===== config.mk =====
export PLATFORM = sky130hd
export DESIGN_NAME = ps2_host_tx
export DESIGN_NICKNAME = d
export VERILOG_FILES = /design/src/rtl/ps2_host_tx.sv
export SDC_FILE = /design/constraint.sdc
export NUM_CORES = 1
export LEC_CHECK = 0
export ABC_AREA = 1
export CORE_ASPECT_RATIO = 1.5
export CORE_MARGIN = 4
export CORE_UTILIZATION = 55
export DETAILED_ROUTE_END_ITERATION = 12
export PLACE_DENSITY = 0.75
export SETUP_SLACK_MARGIN = 0.1
export SLEW_MARGIN = 10
export SYNTH_ARGS = -nofsm -noshare
export SYNTH_HDL_FRONTEND = slang
export SYNTH_SLANG_ARGS = --single-unit
export TNS_END_PERCENT = 20

===== constraint.sdc =====
create_clock -name pclk -period 1.9 [get_ports pclk]
set_input_delay 0.38 -clock pclk [delete_from_list [all_inputs] [get_ports pclk]]
set_output_delay 0.38 -clock pclk [all_outputs]
set_load 0.005 [all_outputs]

===== src/rtl/ps2_host_tx.sv =====
// ps2_host_tx: PS/2 host-to-device command transmitter with request-to-send, ack check and timeout
module ps2_host_tx #(
    parameter int INHIBIT_CYCLES = 6500,
    parameter int TIMEOUT_CYCLES = 975000,
    parameter int CNT_W          = 20
) (
    input  logic       pclk,
    input  logic       reset,
    input  logic [7:0] tx_data,
    input  logic       tx_valid,
    output logic       tx_ready,
    input  logic       ps2_clk_in,
    input  logic       ps2_data_in,
    output logic       ps2_clk_oe,
    output logic       ps2_data_oe,
    output logic       busy,
    output logic       done,
    output logic       err
);

    typedef enum logic [2:0] {IDLE, INHIBIT, RTS, SEND, ACK, WAIT_IDLE} state_t;

    localparam logic [CNT_W-1:0] INH_LAST = CNT_W'(INHIBIT_CYCLES - 1);
    localparam logic [CNT_W-1:0] TMO_LAST = CNT_W'(TIMEOUT_CYCLES - 1);
    localparam logic [CNT_W-1:0] TMO_PRE  = CNT_W'(TIMEOUT_CYCLES - 2);

    state_t           state, state_n;
    logic [CNT_W-1:0] cnt, cnt_n;
    logic [3:0]       bitcnt, bitcnt_n;
    logic [9:0]       frame, frame_n;
    logic             clk_oe_n, data_oe_n;
    logic [2:0]       clk_sync;
    logic [1:0]       data_sync;
    logic             fall, timed, tmo;

    assign fall     = clk_sync[2] & ~clk_sync[1];
    assign timed    = (state == SEND) || (state == ACK) || (state == WAIT_IDLE);
    assign tmo      = timed && (cnt == TMO_LAST);
    assign tx_ready = (state == IDLE);
    assign busy     = ~tx_ready;
    assign done     = (state == WAIT_IDLE) && clk_sync[1] && data_sync[1] && !tmo;
    assign err      = tmo || ((state == ACK) && fall && data_sync[1]);

    // Bring the asynchronous pad levels into the pclk domain; clk keeps one history stage for edge detection.
    always_ff @(posedge pclk or posedge reset) begin
        if (reset) begin
            clk_sync  <= '1;
            data_sync <= '1;
        end else begin
            clk_sync  <= {clk_sync[1:0], ps2_clk_in};
            data_sync <= {data_sync[0], ps2_data_in};
        end
    end

    // State, counters, frame and the registered pad enables; reset releases both lines at once.
    always_ff @(posedge pclk or posedge reset) begin
        if (reset) begin
            state       <= IDLE;
            cnt         <= '0;
            bitcnt      <= '0;
            frame       <= '0;
            ps2_clk_oe  <= 1'b0;
            ps2_data_oe <= 1'b0;
        end else begin
            state       <= state_n;
            cnt         <= cnt_n;
            bitcnt      <= bitcnt_n;
            frame       <= frame_n;
            ps2_clk_oe  <= clk_oe_n;
            ps2_data_oe <= data_oe_n;
        end
    end

    // Next-state logic; data is released one cycle ahead of the timeout so the err cycle already sees a floating bus.
    always_comb begin
        state_n   = state;
        cnt_n     = cnt;
        bitcnt_n  = bitcnt;
        frame_n   = frame;
        clk_oe_n  = ps2_clk_oe;
        data_oe_n = ps2_data_oe;
        case (state)
            IDLE: begin
                clk_oe_n  = 1'b0;
                data_oe_n = 1'b0;
                if (tx_valid) begin
                    state_n  = INHIBIT;
                    frame_n  = {1'b1, ~^tx_data, tx_data};
                    bitcnt_n = '0;
                    cnt_n    = '0;
                    clk_oe_n = 1'b1;
                end
            end
            INHIBIT: begin
                clk_oe_n  = 1'b1;
                data_oe_n = 1'b0;
                if (cnt == INH_LAST) begin
                    state_n   = RTS;
                    cnt_n     = '0;
                    data_oe_n = 1'b1;
                end else begin
                    cnt_n = cnt + CNT_W'(1);
                end
            end
            RTS: begin
                state_n   = SEND;
                cnt_n     = '0;
                clk_oe_n  = 1'b0;
                data_oe_n = 1'b1;
            end
            SEND: begin
                cnt_n = cnt + CNT_W'(1);
                if (fall) begin
                    if (bitcnt == 4'd9) begin
                        data_oe_n = 1'b0;
                        bitcnt_n  = 4'd10;
                        state_n   = ACK;
                    end else begin
                        data_oe_n = ~frame[bitcnt];
                        bitcnt_n  = bitcnt + 4'd1;
                    end
                end
            end
            ACK: begin
                cnt_n = cnt + CNT_W'(1);
                if (fall) state_n = data_sync[1] ? IDLE : WAIT_IDLE;
            end
            WAIT_IDLE: begin
                cnt_n = cnt + CNT_W'(1);
                if (clk_sync[1] && data_sync[1]) state_n = IDLE;
            end
            default: state_n = IDLE;
        endcase
        if (timed && (cnt == TMO_PRE)) data_oe_n = 1'b0;
        if (tmo) begin
            state_n   = IDLE;
            clk_oe_n  = 1'b0;
            data_oe_n = 1'b0;
        end
    end

endmodule


==> flow_summary_export.csv, run 1 <==
group,metric,value,unit
sta,relSlewSlack,77.6,%
clocking,cts_buffers,5,
sta,worst_slack,0.0646,ns
run_status,status,"finished clean",
clocking,path_clk_slew,0.08,ns
sta,hold_violations,0,
logic_synthesis,netlist_top_cells_area,"dfrtp_1 (35%), nand2_1 (11%), inv_1 (7.3%)",
logic_synthesis,synth_seq_cells,44,
layout,nets,466,
route,drt_iter0_drc,197,
placed_design,dp_hpwl,5290,microns
sta,period_minus_slack,1.84,ns
logic_synthesis,synth_area_per_cell,7.28,sq um
clocking,cts_tree,"built",
global_routing,grt_pass1_wl,11900,microns
setup_path,cp_data_required_time,1.52,ns
route,avgViaCountPerCell,5.26,
clocking,htreeDepth,2,
route,ant_nets,0,
sta,setup-violations-final,0,
logic_synthesis,yosysWarnings,0,
logic_synthesis,ys_seq_area_share,39.3,%
sta,worstMarginPinSlew,0.333,ns
die,io_pins,19,
setup_path,crit_type,"reg2out",
job,max_cap_viol_count,0,
layout,antenna_cells,0,
setup_path,cp_max_fo,3,
die,core,4890,sq um
setup_path,reg2reg_depth,10,
logic_synthesis,yosysTopAreaCellShare,34.7,%
worst_hold_path,hold_path_depth,0,
logic_synthesis,syn_inst,387,
layout,nFillCells,420,
die,start_util,57.6,%
die,fp-row-count,31,
logic_synthesis,synthesis.area,2820,sq um
sta,maxSlewViolCount,0,
die,die_area,6350,sq um
clocking,clkSinkCount,44,
global_routing,grt_pass1_vias,2702,
clocking,clock_latency,0.30,ns
clocking,root_buffer,"clkbuf_8",
route,via_count,2716,
global_routing,grt_usage,24.3,%
route,dr.pass1.iters,4,
logic_synthesis,synth_fp_nets,404,
power_and_ir_drop,power.leakage,1.67,nW
route,wl_per_cell,13.2,microns
layout,drive_above_1_share,22.4,%
clocking,cts.path.max_buffers,2,
logic_synthesis,ys_types,35,
setup_path,endpoint_kind,"output pin",
placed_design,dpl_worst_slack,-0.0407,ns
logic_synthesis,synth.largest_area_cell,"dfrtp_1",
worst_hold_path,worstHoldPathType,"reg2reg",
layout,utilization,71.6,%
sta,clock_skew,0.0107,ns
setup_path,crit_arrival,1.46,ns
route,drc,0,
power_and_ir_drop,ir_drop,0.000573,V
route,wirelength,6790,microns
global_routing,antenna_found_initial,0,
sta,rsz0062_at_grt,"yes",
placed_design,io_buffers,18,
die,die_height,95.6,microns
setup_path,start_kind,"flop",
placed_design,gp_congestion,0.946,
sta,post-route-period-util,96.6,%
die,die_w,66.4,microns
global_routing,grt_start_max_net_pins,45,
power_and_ir_drop,power_density,769,nW/um^2
layout,syn_to_final_growth,24.2,%
global_routing,globalRouteOverflowTotal,0,
sta,timing.fmax,545,MHz
-- synthesized netlist by cell type --
cell type,instances
nor3_1,14
a41oi_1,1
nor2_1,47
buf_2,4
nor2_4,3
o22ai_1,2
nand3b_1,2
ha_1,4
a22o_1,1
o21ai_0,15
nand3_1,32
nor4_1,4
and2_1,1
nor3b_2,1
mux2_2,1
o211ai_1,4
nand3_2,2
xnor2_1,7
xor2_1,6
a21oi_1,16
nor3_2,2
dfstp_2,5
nand2_1,83
nand2_2,6
buf_4,2
inv_1,55
buf_6,1
nor2_8,1
dfrtp_1,39
o31ai_1,1
inv_2,6
nand4_1,10
nand3_4,1
nor2_2,6
o21ai_1,2
-- layer usage --
metal,part of all wire [%],global-route usage (%),wire [microns]
met5,0,0,0
met3,3.6,3.54,244
met2,56,44.9,3770
met1,39,27.2,2620
met4,2.2,10.2,150
-- area by class of cell --
cell class,count,area (sq um),area share [%]
inverters,61,234,6.69
multi-input cells,275,1480,42.3
clock buffers,5,68.8,1.97
clock inverters,3,18.8,0.536
well taps,66,82.6,2.36
flip-flops and latches,44,1110,31.7
repair buffers,62,507,14.5
-- power breakdown --
part	total, mW	switching (mW)	internal [mW]
logic	0.962	0.594	0.367
registers	1.14	0.0579	1.08
clock network	0.589	0.333	0.257
-- critical path, cell delays in order, from the launching register on --
cell and delay [ns]:
dfrtp_1 0.40, buf_6 0.13, nand2_2 0.06, nand2_2 0.05
nand2_2 0.07, nor2_2 0.04, nand3_2 0.08, nand2_2 0.06
nor4_2 0.12, buf_2 0.15
-- placed cells by master, fill, tap and decap left out, drive strengths merged, types with 2 or more instances in the layout --
cell           synthesis  final
clkbuf                 0      6
a21oi                 16     16
dfstp                  5      5
nor2                  57     57
o211ai                 4      4
clkinv                 0      4
xor2                   6      6
ha                     4      4
nor3                  16     16
buf                    7     47
nand2                 89     89
xnor2                  7      7
nand3b                 2      2
nand4                 10     10
nand3                 35     35
o22ai                  2      2
nor4                   4      4
dfrtp                 39     39
o21ai                 17     17
inv                   61     60
clkdlybuf4s50          0     14
-- kinds of logic (layout without fill, tap and decap cells) --
family	Yosys count	after routing	share of synthesized area (%)
compound gates	42	42	8.26
xor+xnor	13	13	4.04
fa+ha+maj	4	4	1.78
buf+inv	68	131	9.77
flops	44	44	39.3
mux	1	1	0.400
simple gates	215	215	36.4
-- registers in the layout (all words and copies together) (netlist names) --
register	cells
cnt	20
frame	10
bitcnt	4
clk_sync	3
state	3
data_sync	2
ps2_clk_oe	1
ps2_data_oe	1
-- what timing repair did --
| action | in CTS | in global routing |
|---|---|---|
| gates cloned | 0 | 0 |
| hold buffers | 0 | 0 |
| resized for setup | 16 | 15 |
| pin swaps | 3 | 4 |
| setup buffers | 1 | 0 |
| endpoints found under the setup margin | 4 | 15 |
| hold endpoints to repair | 0 | 0 |
-- worst paths after layout --
| kind | start | to | slack, ns |
|---|---|---|---|
| max reg2reg | state[1] | cnt[3] | 0.18 |
| max | state[1] | done | 0.06 |
| min | data_sync[0] | data_sync[1] | 0.35 |
| max in group asynchronous | reset | clk_sync[0] | 1.21 |
| min reg2reg | data_sync[0] | data_sync[1] | 0.35 |
| min in group asynchronous | reset | frame[5] | 0.41 |
-- stage by stage --
stage          setup TNS [ns]  power (mW)  cells  instance area (sq um)  hold WS, ns
2_1_floorplan               0        1.76    387                   2820        0.345
5_1_grt               -0.0422        2.88    516                   3500        0.367
6_report                    0        2.69    516                   3500        0.354
3_3_place_gp          -0.0591        2.09    507                   3370        0.346
3_5_place_dp          -0.0727        2.11    507                   3370        0.351
4_1_cts               -0.0213        2.69    516                   3460        0.357
Power figures use the tool's default switching activity.
==> run 2, diff against run 1 <==
- ABC_AREA: 1 -> not set
- CORE_UTILIZATION: 55 -> 58
- PLACE_DENSITY: 0.75 -> 0.79
==> run 2 against run 1 <==
The flow now finishes with violations (negative setup slack). Sequential share of layout area is 0.28 points lower. Area after synthesis is 11% lower. Routed wire length is 1.2% higher. Clock skew is 0.0054 ns lower. Largest power group unchanged.
==> flow_summary_export.csv, run 2 <==
group,metric,value,unit
run_status,status,"finished with violations",
run_status,violations,"negative setup slack",
layout,drive_above_1_share,38.2,%
worst_hold_path,worstHoldPathType,"in2async",
sta,holdWs,0.296,ns
route,wirelength,6880,microns
setup_path,endpoint_kind,"output pin",
setup_path,max_stage_delay,0.39,ns
power_and_ir_drop,power.leakage,1.52,nW
logic_synthesis,netlist_top_cells_area,"dfrtp_1 (39%), xnor2_1 (8.4%), dfstp_2 (5.3%)",
layout,largest_register,"cnt",
route,wl_per_cell,18.3,microns
placed_design,dpl_worst_slack,-0.335,ns
logic_synthesis,synth_seq_cells,44,
clocking,cts.path.max_buffers,2,
global_routing,grt_pass1_vias,2297,
sta,setup-violations-final,3,
logic_synthesis,ys_types,53,
clocking,cts_buffers,5,
die,start_util,59.3,%
logic_synthesis,synthArstFlopShare,100,%
global_routing,grt_start_max_net_pins,19,
layout,nets,346,
sta,hold_violations,0,
route,via_count,2285,
placed_design,gp_congestion,0.914,
layout,syn_to_final_growth,42.0,%
logic_synthesis,synth.largest_area_cell,"dfrtp_1",
global_routing,globalRouteOverflowTotal,0,
setup_path,cp_slowest_cell,"dfrtp_1",
logic_synthesis,yosysMostFrequentCell,"dfrtp_1",
die,io_pins,19,
placed_design,dp_hpwl,4350,microns
setup_path,start_kind,"flop",
logic_synthesis,yosysWarnings,0,
global_routing,antenna_found_initial,0,
power_and_ir_drop,power_density,895,nW/um^2
global_routing,grt_pass1_wl,10400,microns
logic_synthesis,synth_area_per_cell,9.87,sq um
layout,largestRegisters,"cnt x20, frame x10, bitcnt x4",
clocking,cts_tree,"built",
setup_path,cp_max_fo,2,
die,die_w,61.6,microns
sta,worst_slack,-0.285,ns
sta,post-route-period-util,115,%
sta,tns,-0.558,ns
global_routing,grt_usage,26.0,%
job,max_cap_viol_count,0,
sta,rsz0062_at_grt,"yes",
clocking,root_buffer,"clkbuf_8",
layout,antenna_cells,0,
power_and_ir_drop,ir_drop,0.000854,V
sta,maxSlewViolCount,0,
logic_synthesis,synth_top_flop_cell,"dfrtp_1",
logic_synthesis,synthesis.area,2500,sq um
route,ant_nets,0,
die,die_height,88.4,microns
die,fp-row-count,29,
die,die_area,5440,sq um
setup_path,crit_type,"reg2out",
logic_synthesis,yosysTopAreaCellShare,39.1,%
route,avgViaCountPerCell,6.08,
clocking,path_clk_slew,0.09,ns
setup_path,crit_arrival,1.80,ns
placed_design,io_buffers,18,
sta,worstMarginPinSlew,0.359,ns
setup_path,cp_data_required_time,1.52,ns
sta,period_minus_slack,2.18,ns
power_and_ir_drop,power,3.17,mW
clocking,clock_latency,0.30,ns
sta,relSlewSlack,75.7,%
clocking,htreeDepth,2,
die,core,4210,sq um
setup_path,cp_cell_sequence,"nor3_2 -> nor4b_4 -> buf_4 -> buf_6 -> nand4_1 -> o31ai_1 -> buf_2",
logic_synthesis,synth_common_cells,"dfrtp_1 (39), nor2_1 (30), xnor2_1 (24), nand2_1 (16), inv_1 (13)",
logic_synthesis,ys_seq_area_share,44.3,%
logic_synthesis,synth_edf_count,0,
layout,layout_commonest_cell,"buf_4",
route,dr.pass1.iters,4,
clocking,clkSinkCount,44,
sta,clock_skew,0.00531,ns
layout,mostFrequentLayoutCells,"buf_4 (47), dfrtp_1 (35), nor2_1 (28)",
route,drc,0,
logic_synthesis,synth_fp_nets,270,
layout,largest_register_ffs,20,
logic_synthesis,syn_inst,253,
sta,timing.fmax,458,MHz
route,drt_iter0_drc,112,
==> run 2: critical path, delay by kind of cell, from the launching register on <==
| family | cells | cell delay [ns] |
|---|---|---|
| AND/OR/NAND/NOR | 3 | 0.59 |
| buffers and inverters | 3 | 0.41 |
| flip-flops | 1 | 0.39 |
| AO/OA/AOI/OAI | 1 | 0.10 |
==> run 2: layer usage <==
| metal | routed length (microns) | GRT usage [%] | vias to the layer above |
|---|---|---|---|
| li1 | - | - | 1050 |
| met1 | 2460 | 29.4 | 1119 |
| met3 | 278 | 3.65 | 29 |
| met4 | 329 | 13.9 | 0 |
| met5 | 0 | 0 | - |
| met2 | 3800 | 45.7 | 87 |
==> run 2: layout make-up <==
type | count | area [sq um]
multi-input cells | 186 | 1500
flip-flops and latches | 44 | 1110
repair buffers | 79 | 704
fillers | 206 | 663
clock buffers | 6 | 82.6
well taps | 46 | 57.6
inverters | 13 | 48.8
clock inverters | 2 | 38.8
==> run 2: final timing paths <==
kind | startpoint | endpoint | slack [ns] | cells past startpoint
min in group pclk | data_sync[0] | data_sync[1] | 0.36 | 0
max in group asynchronous | reset | data_sync[0] | 1.12 | 3
worst max register to register | cnt[3] | state[0] | 0 | 9
worst max-delay path | cnt[3] | err | -0.28 | 7
worst min-delay path | reset | frame[5] | 0.30 | 2
worst min register to register | data_sync[0] | data_sync[1] | 0.36 | 0
==> run 2: power by group <==
group	internal [mW]	switching, mW	total (mW)
clock network	0.430	0.333	0.763
registers	1.10	0.116	1.22
logic	0.646	0.547	1.19
total	2.18	0.997	3.17
==> run 2: repair_timing <==
item / 4_1_cts / 5_1_grt
pin swaps: 8 / 17
buffers inserted: 5 / 5
resized for setup: 29 / 34
hold buffers: 0 / 0
setup endpoints to repair: 27 / 26
==> run 2: cell families (layout without fill, tap and decap cells) <==
group	Yosys count	count (layout)	synth area share, %
AOI/OAI and AO/OA	40	40	11.8
xor gates and xnor gates	25	25	8.77
adders and majority gates	4	4	2.00
buffers and inverters	23	100	4.21
DFF	44	44	44.3
muxes	15	15	7.01
and+or+nand+nor	102	102	21.8
==> run 2: stage by stage <==
stage / std cells / utilization [%] / area [sq um]
2_1_floorplan: 253 / - / 2500
3_3_place_gp: 358 / 73.8 / 3110
3_5_place_dp: 358 / 73.8 / 3110
4_1_cts: 371 / 79.3 / 3340
5_1_grt: 376 / 84.2 / 3550
6_report: 376 / 84.2 / 3550
==> run 3, diff against run 2 <==
- CORE_MARGIN: 4 -> 5
- clock period: 1.9 -> 2.5 ns (I/O delays scaled with it)
==> run 3 against run 2 <==
The run now ends clean. Die area up 5.6%. First-iteration DRC count down 22%. Count of clock-buffer cells in the layout unchanged. Combinational power down 43%. Sequential share of layout area up 5.8 points. Critical path depth down 2. Clock power down 42%. Global-route usage down 6.0 points. Flip-flop and latch count unchanged. Cell area down 16%. Largest cell class unchanged. Largest power group unchanged.
==> flow_summary_export.csv, run 3 (synthesis results as in run 2) <==
group,metric,value,unit
run_status,status,"finished clean",
sta,holdWs,0.358,ns
layout,stdcell_count,337,
power_and_ir_drop,ir_drop,0.000488,V
die,core,4210,sq um
die,fp-row-count,29,
clocking,clkSinkCount,44,
layout,largest_register_ffs,20,
sta,maxSlewViolCount,0,
global_routing,grt_pass1_vias,2062,
global_routing,grt_pass1_wl,9420,microns
layout,nets,307,
global_routing,grt_usage,20.0,%
clocking,htreeDepth,2,
layout,nFillCells,327,
global_routing,grt_start_max_net_pins,45,
layout,regArea,1110,sq um
global_routing,globalRouteOverflowTotal,0,
route,avgViaCountPerCell,5.91,
sta,setup-violations-final,0,
setup_path,endpoint_kind,"output pin",
clocking,path_clk_slew,0.08,ns
route,drt_iter0_drc,87,
layout,largestRegisters,"cnt x20, frame x10, bitcnt x4",
die,die_area,5740,sq um
setup_path,start_kind,"flop",
clocking,cts_buffers,5,
die,start_util,59.3,%
sta,period_minus_slack,2.36,ns
clocking,cts.path.max_buffers,2,
route,dr.pass1.iters,4,
setup_path,crit_type,"reg2out",
sta,post-route-period-util,94.2,%
sta,rsz0062_at_grt,"yes",
power_and_ir_drop,power_density,684,nW/um^2
setup_path,max_stage_delay,0.60,ns
placed_design,place_inst,327,
layout,mostFrequentLayoutCells,"dfrtp_1 (39), nor2_1 (30), xnor2_1 (24)",
global_routing,antenna_found_initial,0,
route,ant_nets,0,
power_and_ir_drop,power,2.03,mW
route,drc,0,
placed_design,dpl_worst_slack,0.0714,ns
job,max_cap_viol_count,0,
layout,syn_to_final_growth,19.1,%
sta,clock_skew,0.00447,ns
placed_design,gp_congestion,0.928,
layout,antenna_cells,0,
layout,largest_register,"cnt",
route,via_count,1991,
die,io_pins,19,
sta,hold_violations,0,
setup_path,cp_max_fo,3,
layout,layout_commonest_cell,"dfrtp_1",
setup_path,crit_arrival,1.86,ns
sta,tns,0,ns
setup_path,cp_cell_sequence,"nand4b_1 -> or4_4 -> o21ai_4 -> nor2_1 -> clkbuf_2",
clocking,clock_latency,0.29,ns
layout,utilization,70.7,%
placed_design,placed_area,2830,sq um
layout,drive_above_1_share,22.3,%
power_and_ir_drop,power.leakage,1.20,nW
setup_path,cp_data_required_time,2.00,ns
layout,multiInputGateArea,1330,sq um
sta,worst_slack,0.144,ns
placed_design,io_buffers,18,
sta,worstMarginPinSlew,0.535,ns
layout,stdcell_area,2980,sq um
clocking,cts_tree,"built",
worst_hold_path,worstHoldPathType,"reg2reg",
route,wl_per_cell,15.8,microns
sta,timing.fmax,424,MHz
clocking,root_buffer,"clkbuf_8",
sta,relSlewSlack,64.3,%
placed_design,dp_hpwl,3830,microns
die,die_height,90.4,microns
setup_path,cp_slowest_cell,"or4_4",
clocking,postCtsHoldBufs,0,
die,die_w,63.6,microns
route,wirelength,5320,microns
run 3: path summary, 6_finish.rpt:
check / from / to / slack, ns / depth (start not counted)
setup reg to reg: state[0] / cnt[16] / 0.48 / 6
max in group asynchronous: reset / data_sync[1] / 1.49 / 3
hold / removal: data_sync[0] / data_sync[1] / 0.36 / 0
setup / recovery: cnt[16] / done / 0.14 / 5
hold reg to reg: data_sync[0] / data_sync[1] / 0.36 / 0
min in group asynchronous: reset / frame[4] / 0.63 / 3
run 3: cell type report:
type | count | share of cell area [%]
multi-input cells | 186 | 44.8
flip-flops and latches | 44 | 37.2
repair buffers | 40 | 11.4
clock buffers | 6 | 2.44
well taps | 46 | 1.93
inverters | 13 | 1.64
clock inverters | 2 | 0.547
run 3: report_power, final:
group | switching (mW) | leakage, nW | internal, mW
sequential | 0.0792 | 0.561 | 0.834
clock | 0.244 | 0.0414 | 0.199
combinational | 0.338 | 0.598 | 0.339
total | 0.661 | 1.20 | 1.37
run 3: routing by layer:
metal,routed length [microns],vias up,GRT usage (%)
met3,192,14,3.36
met5,0,-,0
met4,143,0,9.53
met1,2050,968,23.3
met2,2930,43,34.8
li1,-,966,-
run 3: worst max-delay path: cells and delay by family (launching register included):
family / cells / cell delay, ns
compound gates: 1 / 0.18
simple gates: 3 / 0.90
flops: 1 / 0.38
buf+inv: 1 / 0.11
run 3: what timing repair did:
action | 4_1_cts | 5_1_grt
pin swaps | 3 | 2
endpoints found under the setup margin | 2 | 4
buffers inserted | 0 | 2
gates resized for setup | 9 | 5
